<file path="config.mk">
export PLATFORM = sky130hd
export DESIGN_NAME = add_sub_arbiter
export DESIGN_NICKNAME = d
export VERILOG_FILES = /design/src/rtl/add_sub_arbiter.sv
export SDC_FILE = /design/constraint.sdc
export NUM_CORES = 1
export LEC_CHECK = 0
export CAP_MARGIN = 30
export CORE_ASPECT_RATIO = 1.75
export CORE_UTILIZATION = 40
export CTS_BUF_LIST = sky130_fd_sc_hd__clkbuf_8
export CTS_CLUSTER_SIZE = 8
export DETAILED_ROUTE_END_ITERATION = 16
export GPL_TIMING_DRIVEN = 0
export HOLD_SLACK_MARGIN = 0.12
export PLACE_DENSITY = 0.83
export SYNTH_ARGS = -nofsm -noshare
export SYNTH_HDL_FRONTEND = slang
export SYNTH_SLANG_ARGS = --single-unit
</file>
<file path="constraint.sdc">
create_clock -name clk -period 1.2 [get_ports clk]
set_input_delay 0.36 -clock clk [delete_from_list [all_inputs] [get_ports clk]]
set_output_delay 0.36 -clock clk [all_outputs]
set_load 0.05 [all_outputs]
</file>
<file path="src/rtl/add_sub_arbiter.sv">
// rtl/add_sub_arbiter.sv - two-requester arbiter for a shared add/sub datapath
// Per-requester shadow accumulators; one command in flight; round-robin on contention.
module add_sub_arbiter #(
  parameter int WIDTH  = 8,
  parameter int DP_LAT = 1
) (
  input  logic             clk,
  input  logic             rst_n,
  input  logic             req0_valid,
  output logic             req0_ready,
  input  logic [WIDTH-1:0] req0_a,
  input  logic [WIDTH-1:0] req0_b,
  input  logic             req0_sub,
  input  logic             req0_acc,
  input  logic             req1_valid,
  output logic             req1_ready,
  input  logic [WIDTH-1:0] req1_a,
  input  logic [WIDTH-1:0] req1_b,
  input  logic             req1_sub,
  input  logic             req1_acc,
  input  logic [1:0]       acc_clr,
  output logic             rsp_valid,
  input  logic             rsp_ready,
  output logic             rsp_id,
  output logic [WIDTH-1:0] rsp_z,
  output logic             rsp_carry,
  output logic             rsp_ovf,
  output logic [WIDTH-1:0] dp_a,
  output logic [WIDTH-1:0] dp_b,
  output logic             dp_sel,
  output logic             dp_addsub,
  input  logic [WIDTH-1:0] dp_z,
  input  logic             dp_carry,
  input  logic             dp_ovf
);

  localparam int CW = (DP_LAT < 1) ? 1 : $clog2(DP_LAT + 1);

  typedef enum logic [1:0] {IDLE, WAIT, RESP} state_t;

  state_t           state, state_nxt;
  logic             prio;
  logic [WIDTH-1:0] shadow0, shadow1;
  logic [CW-1:0]    cnt;
  logic             gnt0, gnt1;
  logic             accept, rsp_hs;

  // On contention the priority pointer picks; otherwise the lone requester wins.
  always_comb begin
    gnt0 = req0_valid;
    gnt1 = req1_valid;
    if (req0_valid && req1_valid) begin
      gnt0 = ~prio;
      gnt1 = prio;
    end
  end

  always_ff @(posedge clk or negedge rst_n) begin
    if (!rst_n) state <= IDLE;
    else        state <= state_nxt;
  end

  always_comb begin
    state_nxt  = state;
    req0_ready = 1'b0;
    req1_ready = 1'b0;
    rsp_valid  = 1'b0;
    accept     = 1'b0;
    rsp_hs     = 1'b0;
    case (state)
      IDLE: begin
        req0_ready = gnt0;
        req1_ready = gnt1;
        accept     = gnt0 | gnt1;
        if (accept) state_nxt = WAIT;
      end
      WAIT: begin
        if (cnt == '0) state_nxt = RESP;
      end
      RESP: begin
        rsp_valid = 1'b1;
        rsp_hs    = rsp_ready;
        if (rsp_ready) state_nxt = IDLE;
      end
      default: state_nxt = IDLE;
    endcase
  end

  assign dp_sel = 1'b0;

  // Operands are held from accept until the next accept, so the datapath sees stable inputs.
  always_ff @(posedge clk or negedge rst_n) begin
    if (!rst_n) begin
      rsp_id    <= 1'b0;
      rsp_z     <= '0;
      rsp_carry <= 1'b0;
      rsp_ovf   <= 1'b0;
      dp_a      <= '0;
      dp_b      <= '0;
      dp_addsub <= 1'b0;
      cnt       <= '0;
    end else begin
      if (accept) begin
        rsp_id    <= gnt1;
        dp_a      <= gnt1 ? (req1_acc ? shadow1 : req1_a) : (req0_acc ? shadow0 : req0_a);
        dp_b      <= gnt1 ? req1_b : req0_b;
        dp_addsub <= gnt1 ? req1_sub : req0_sub;
        cnt       <= CW'(DP_LAT);
      end else if (state == WAIT) begin
        if (cnt == '0) begin
          rsp_z     <= dp_z;
          rsp_carry <= dp_carry;
          rsp_ovf   <= dp_ovf;
        end else begin
          cnt <= cnt - 1'b1;
        end
      end
    end
  end

  // Clear is written last so it overrides a coincident result write-back.
  always_ff @(posedge clk or negedge rst_n) begin
    if (!rst_n) begin
      prio    <= 1'b0;
      shadow0 <= '0;
      shadow1 <= '0;
    end else begin
      if (rsp_hs) begin
        prio <= ~rsp_id;
        if (rsp_id) shadow1 <= rsp_z;
        else        shadow0 <= rsp_z;
      end
      if (acc_clr[0]) shadow0 <= '0;
      if (acc_clr[1]) shadow1 <= '0;
    end
  end

endmodule

</file>
==> flow_results.org <==
** Place
- Port Buffers :: 83
- Gpl congestion :: 0.799
- Detailed-placement wirelength estimate :: 4.71 mm
- Prior to clock tree synthesis, the placed netlist has a worst setup slack of -1.37 ns.
- Placed Area :: 3330 um^2

** Clock tree
- Number of H-tree levels :: 2
- CTS tree :: built
- CTS clk-pin slew, worst paths :: 0.11 ns
- The clock reaches the later pin of the worst-skew pair after 0.32 ns.
- Cell at the root of the clock tree :: clkbuf_8
- In this run the deepest clock path goes through 2 buffers.
- The number of clock buffers added by TritonCTS is 5.
- CTS saw 48 sinks.

** Pwr
- Largest voltage drop on the vdd net :: 1.73 mV
- Leakage power summed over all cells :: 1.85 nW
- Power density cells :: 2750 nW/um^2

** STA
- Worst slew margin :: 0.598
- Fin. Hold Viols :: 0
- The final-report max-slew violation count was 0.
- Final worst setup slack :: -0.588 ns
- Setup violations remaining at the end of the flow were counted as 79.
- For the pin with the worst max-slew slack, the measured transition is 0.587 ns.
- Unrepaired setup endpoints after global routing :: yes
- Based on the critical path, the design can be clocked at up to 559 MHz.
- Across the routed clock network, the largest skew measured is 0.0223 ns.
- The worst path in the final design needs a cycle of 1.79 ns, including I/O delays and setup.
- Final clock period utilization by the worst path :: 1.49
- Post-Route Hold Slack :: 0.471 ns

** Hold path
- Hold/Removal Path Class :: in2async

** Critical path
- Type of the worst setup path :: reg2out
- At the worst endpoint, the required time is 0.84 ns.
- STA classifies the critical path endpoint as an output pin.
- CP arrival :: 1.43 ns
- CP max FO :: 3
- STA classifies the critical path startpoint as a flop.

** Route
- Average routed wire per standard cell :: 20.6 um
- Summing over every cut layer, the via total after detailed routing is 2427.
- The final layout contains routed wiring with a total length of 8.75 mm.
- In the routed design, unresolved DRC markers number 0.
- In this run the remaining antenna-violating nets after routing total 0.
- DRC violation total after the first TritonRoute iteration :: 215
- Before antenna repair, the detailed router went through 4 iterations.
- Dividing the detail-routed via count by the number of cells gives 5.72.

** Run status
- The checks that failed: setup timing.
- The run finished, with violations left.

** Layout
- Relative area change from synthesis to final layout :: 79.8%
- Diodes inserted :: 0
- Highest-count cells in the layout ignoring fill and taps :: 50 x buf_6, 47 x clkdlybuf4s50_1, 44 x dfrtp_1, 37 x buf_4
- After routing the design area is 4200 um^2.
- In the final layout, the share of cells above drive strength 1 is 0.457.
- Number of inserted filler cells in the final layout :: 354
- Leading cell type in the layout, fill and taps excluded :: buf_6
- Final Net Count :: 400

** Floorplanning
- The floorplan has 36 rows.
- Number of top-level pins :: 85
- Core area :: 5590 um^2
- Die Width :: 59.8 um
- Starting density of the core :: 0.418
- DIE AREA :: 6170 um^2
- The floorplan step set the die height to 103 um.

** Synthesis
- Counting flops and latches in the post-synthesis netlist gives 48.
- The synthesized netlist contains 36 unique library cells.
- Avg Cell Area, Syn :: 11.5 um^2
- For this run, the register share of the synthesized area comes to 0.514.
- Synthesis produced a netlist with a net count of 257.
- Summing every instance area after synthesis gives 2340 um^2.
- After technology mapping, the gate count stands at 204.
- During synthesis, Yosys emitted a total of 0 warnings.

** GRT
- The number of antenna violations at the first check in global routing was 0.
- The via count of the first global-routing pass was 2387.
- In the global route stage, overall resource usage came out at 0.256.
- First-pass GRT wire length :: 11.6 mm
- Pin count of the biggest net entering global routing :: 40
- Remaining global-route overflow :: 0

** Run
- Max Cap Viol :: 0
==> layer usage <==
metal	vias up	share of wire	GRT usage
met5	-	0	0
met4	0	0.050	0.143
met3	41	0.044	0.0452
met2	133	0.56	0.463
met1	1187	0.34	0.270
li1	1066	-	-
==> power breakdown <==
group	switching [mW]	internal [mW]
registers	0.493	2.20
logic	3.87	3.36
clock network	0.584	1.04
total	4.94	6.61
==> what timing repair did <==
| action | in CTS | in global routing |
|---|---|---|
| buffers inserted | 33 | 15 |
| gates resized for setup | 278 | 21 |
| pin swaps | 14 | 13 |
| endpoints found under the setup margin | 77 | 79 |
| hold buffers | 1 | 0 |
| hold endpoints to repair | 9 | 0 |
| gates cloned | 3 | 0 |
==> flip-flops by register name, indices dropped and copies added (netlist names) <==
name	flops
shadow0	8
dp_a	8
prio	1
rsp_ovf	1
dp_addsub	1
cnt	1
rsp_carry	1
shadow1	8
dp_b	8
rsp_z	8
rsp_id	1
state	2
==> final timing paths <==
| check | endpoint | cells after the start | startpoint | slack [ns] |
|---|---|---|---|---|
| min | dp_b[5]$_DFFE_PN0P_ | 2 | rst_n | 0.47 |
| min reg2reg | shadow0[4]$_DFFE_PN0P_ | 1 | shadow0[4]$_DFFE_PN0P_ | 0.52 |
| max reg2reg | rsp_ovf$_DFFE_PN0P_ | 7 | state[1]$_DFFE_PN0P_ | -0.46 |
| max in group asynchronous | state[0]$_DFFE_PN0P_ | 3 | rst_n | 0.20 |
| min in group clk | shadow0[4]$_DFFE_PN0P_ | 1 | shadow0[4]$_DFFE_PN0P_ | 0.52 |
| max | req1_ready | 4 | state[1]$_DFFE_PN0P_ | -0.59 |
==> layout make-up <==
class,count,area (um^2),share of cell area
repair buffers,135,1350,0.321
plain buffers,13,150,0.0357
flip-flops and latches,48,1210,0.287
clock buffers,5,68.8,0.0164
clock inverters,3,90.1,0.0214
well taps,76,95.1,0.0226
multi-input cells,140,1230,0.292
inverters,4,15.0,0.00357
==> critical path, stage by stage, from the launching register on <==
cell and delay [ns]:
dfrtp_2 0.45, or2_4 0.29, clkbuf_16 0.15, nor2_4 0.09, buf_8 0.15
==> cell usage after synthesis <==
library cell,count,area (um^2)
o21ai_0,17,85.1
nand2_2,1,6.26
mux2_4,2,30.0
nand3_1,9,45.0
inv_1,3,11.3
nor2_2,2,12.5
nand2_1,4,15.0
nor2b_1,17,106
nand2b_2,1,8.76
mux2_2,8,90.1
conb_1,1,3.75
nor3_4,2,32.5
a22o_1,16,140
o31ai_1,8,60.1
a2111oi_0,6,52.6
a21o_1,1,7.51
nor2_1,4,15.0
or2_2,1,6.26
o22ai_1,1,6.26
inv_2,1,3.75
o21ai_1,1,5.00
and3b_4,1,12.5
clkbuf_1,2,7.51
nand3b_1,1,7.51
a221oi_1,8,70.1
or2_1,1,6.26
buf_2,4,20.0
a21oi_4,2,32.5
a31oi_1,9,56.3
nor2b_4,1,13.8
nand2b_1,1,6.26
buf_6,6,67.6
a21oi_1,11,55.1
dfrtp_1,48,1200
buf_4,1,7.51
a2111oi_2,2,30.0
==> kinds of logic (layout without fill, tap and decap cells) <==
kind of cell           after synthesis  in the layout  synth area share
AO/OA/AOI/OAI                       82             82             0.257
buffers and inverters               17            160            0.0503
flip-flops                          48             48             0.514
multiplexers                        10             10            0.0514
other                                1              1           0.00160
AND/OR/NAND/NOR                     46             47             0.126
==> metrics by stage <==
step                setup TNS [ns]  power [mW]  std cells  utilization
floorplan                    -1.49        5.84        204            -
finish                      -18.03        11.6        424        0.752
CTS                         -12.00        10.6        409        0.716
global route                -21.37        12.0        424        0.752
detailed placement          -33.68        7.45        364        0.597
global placement           -104.74        7.34        363        0.594
(Power assumes the default switching activity.)
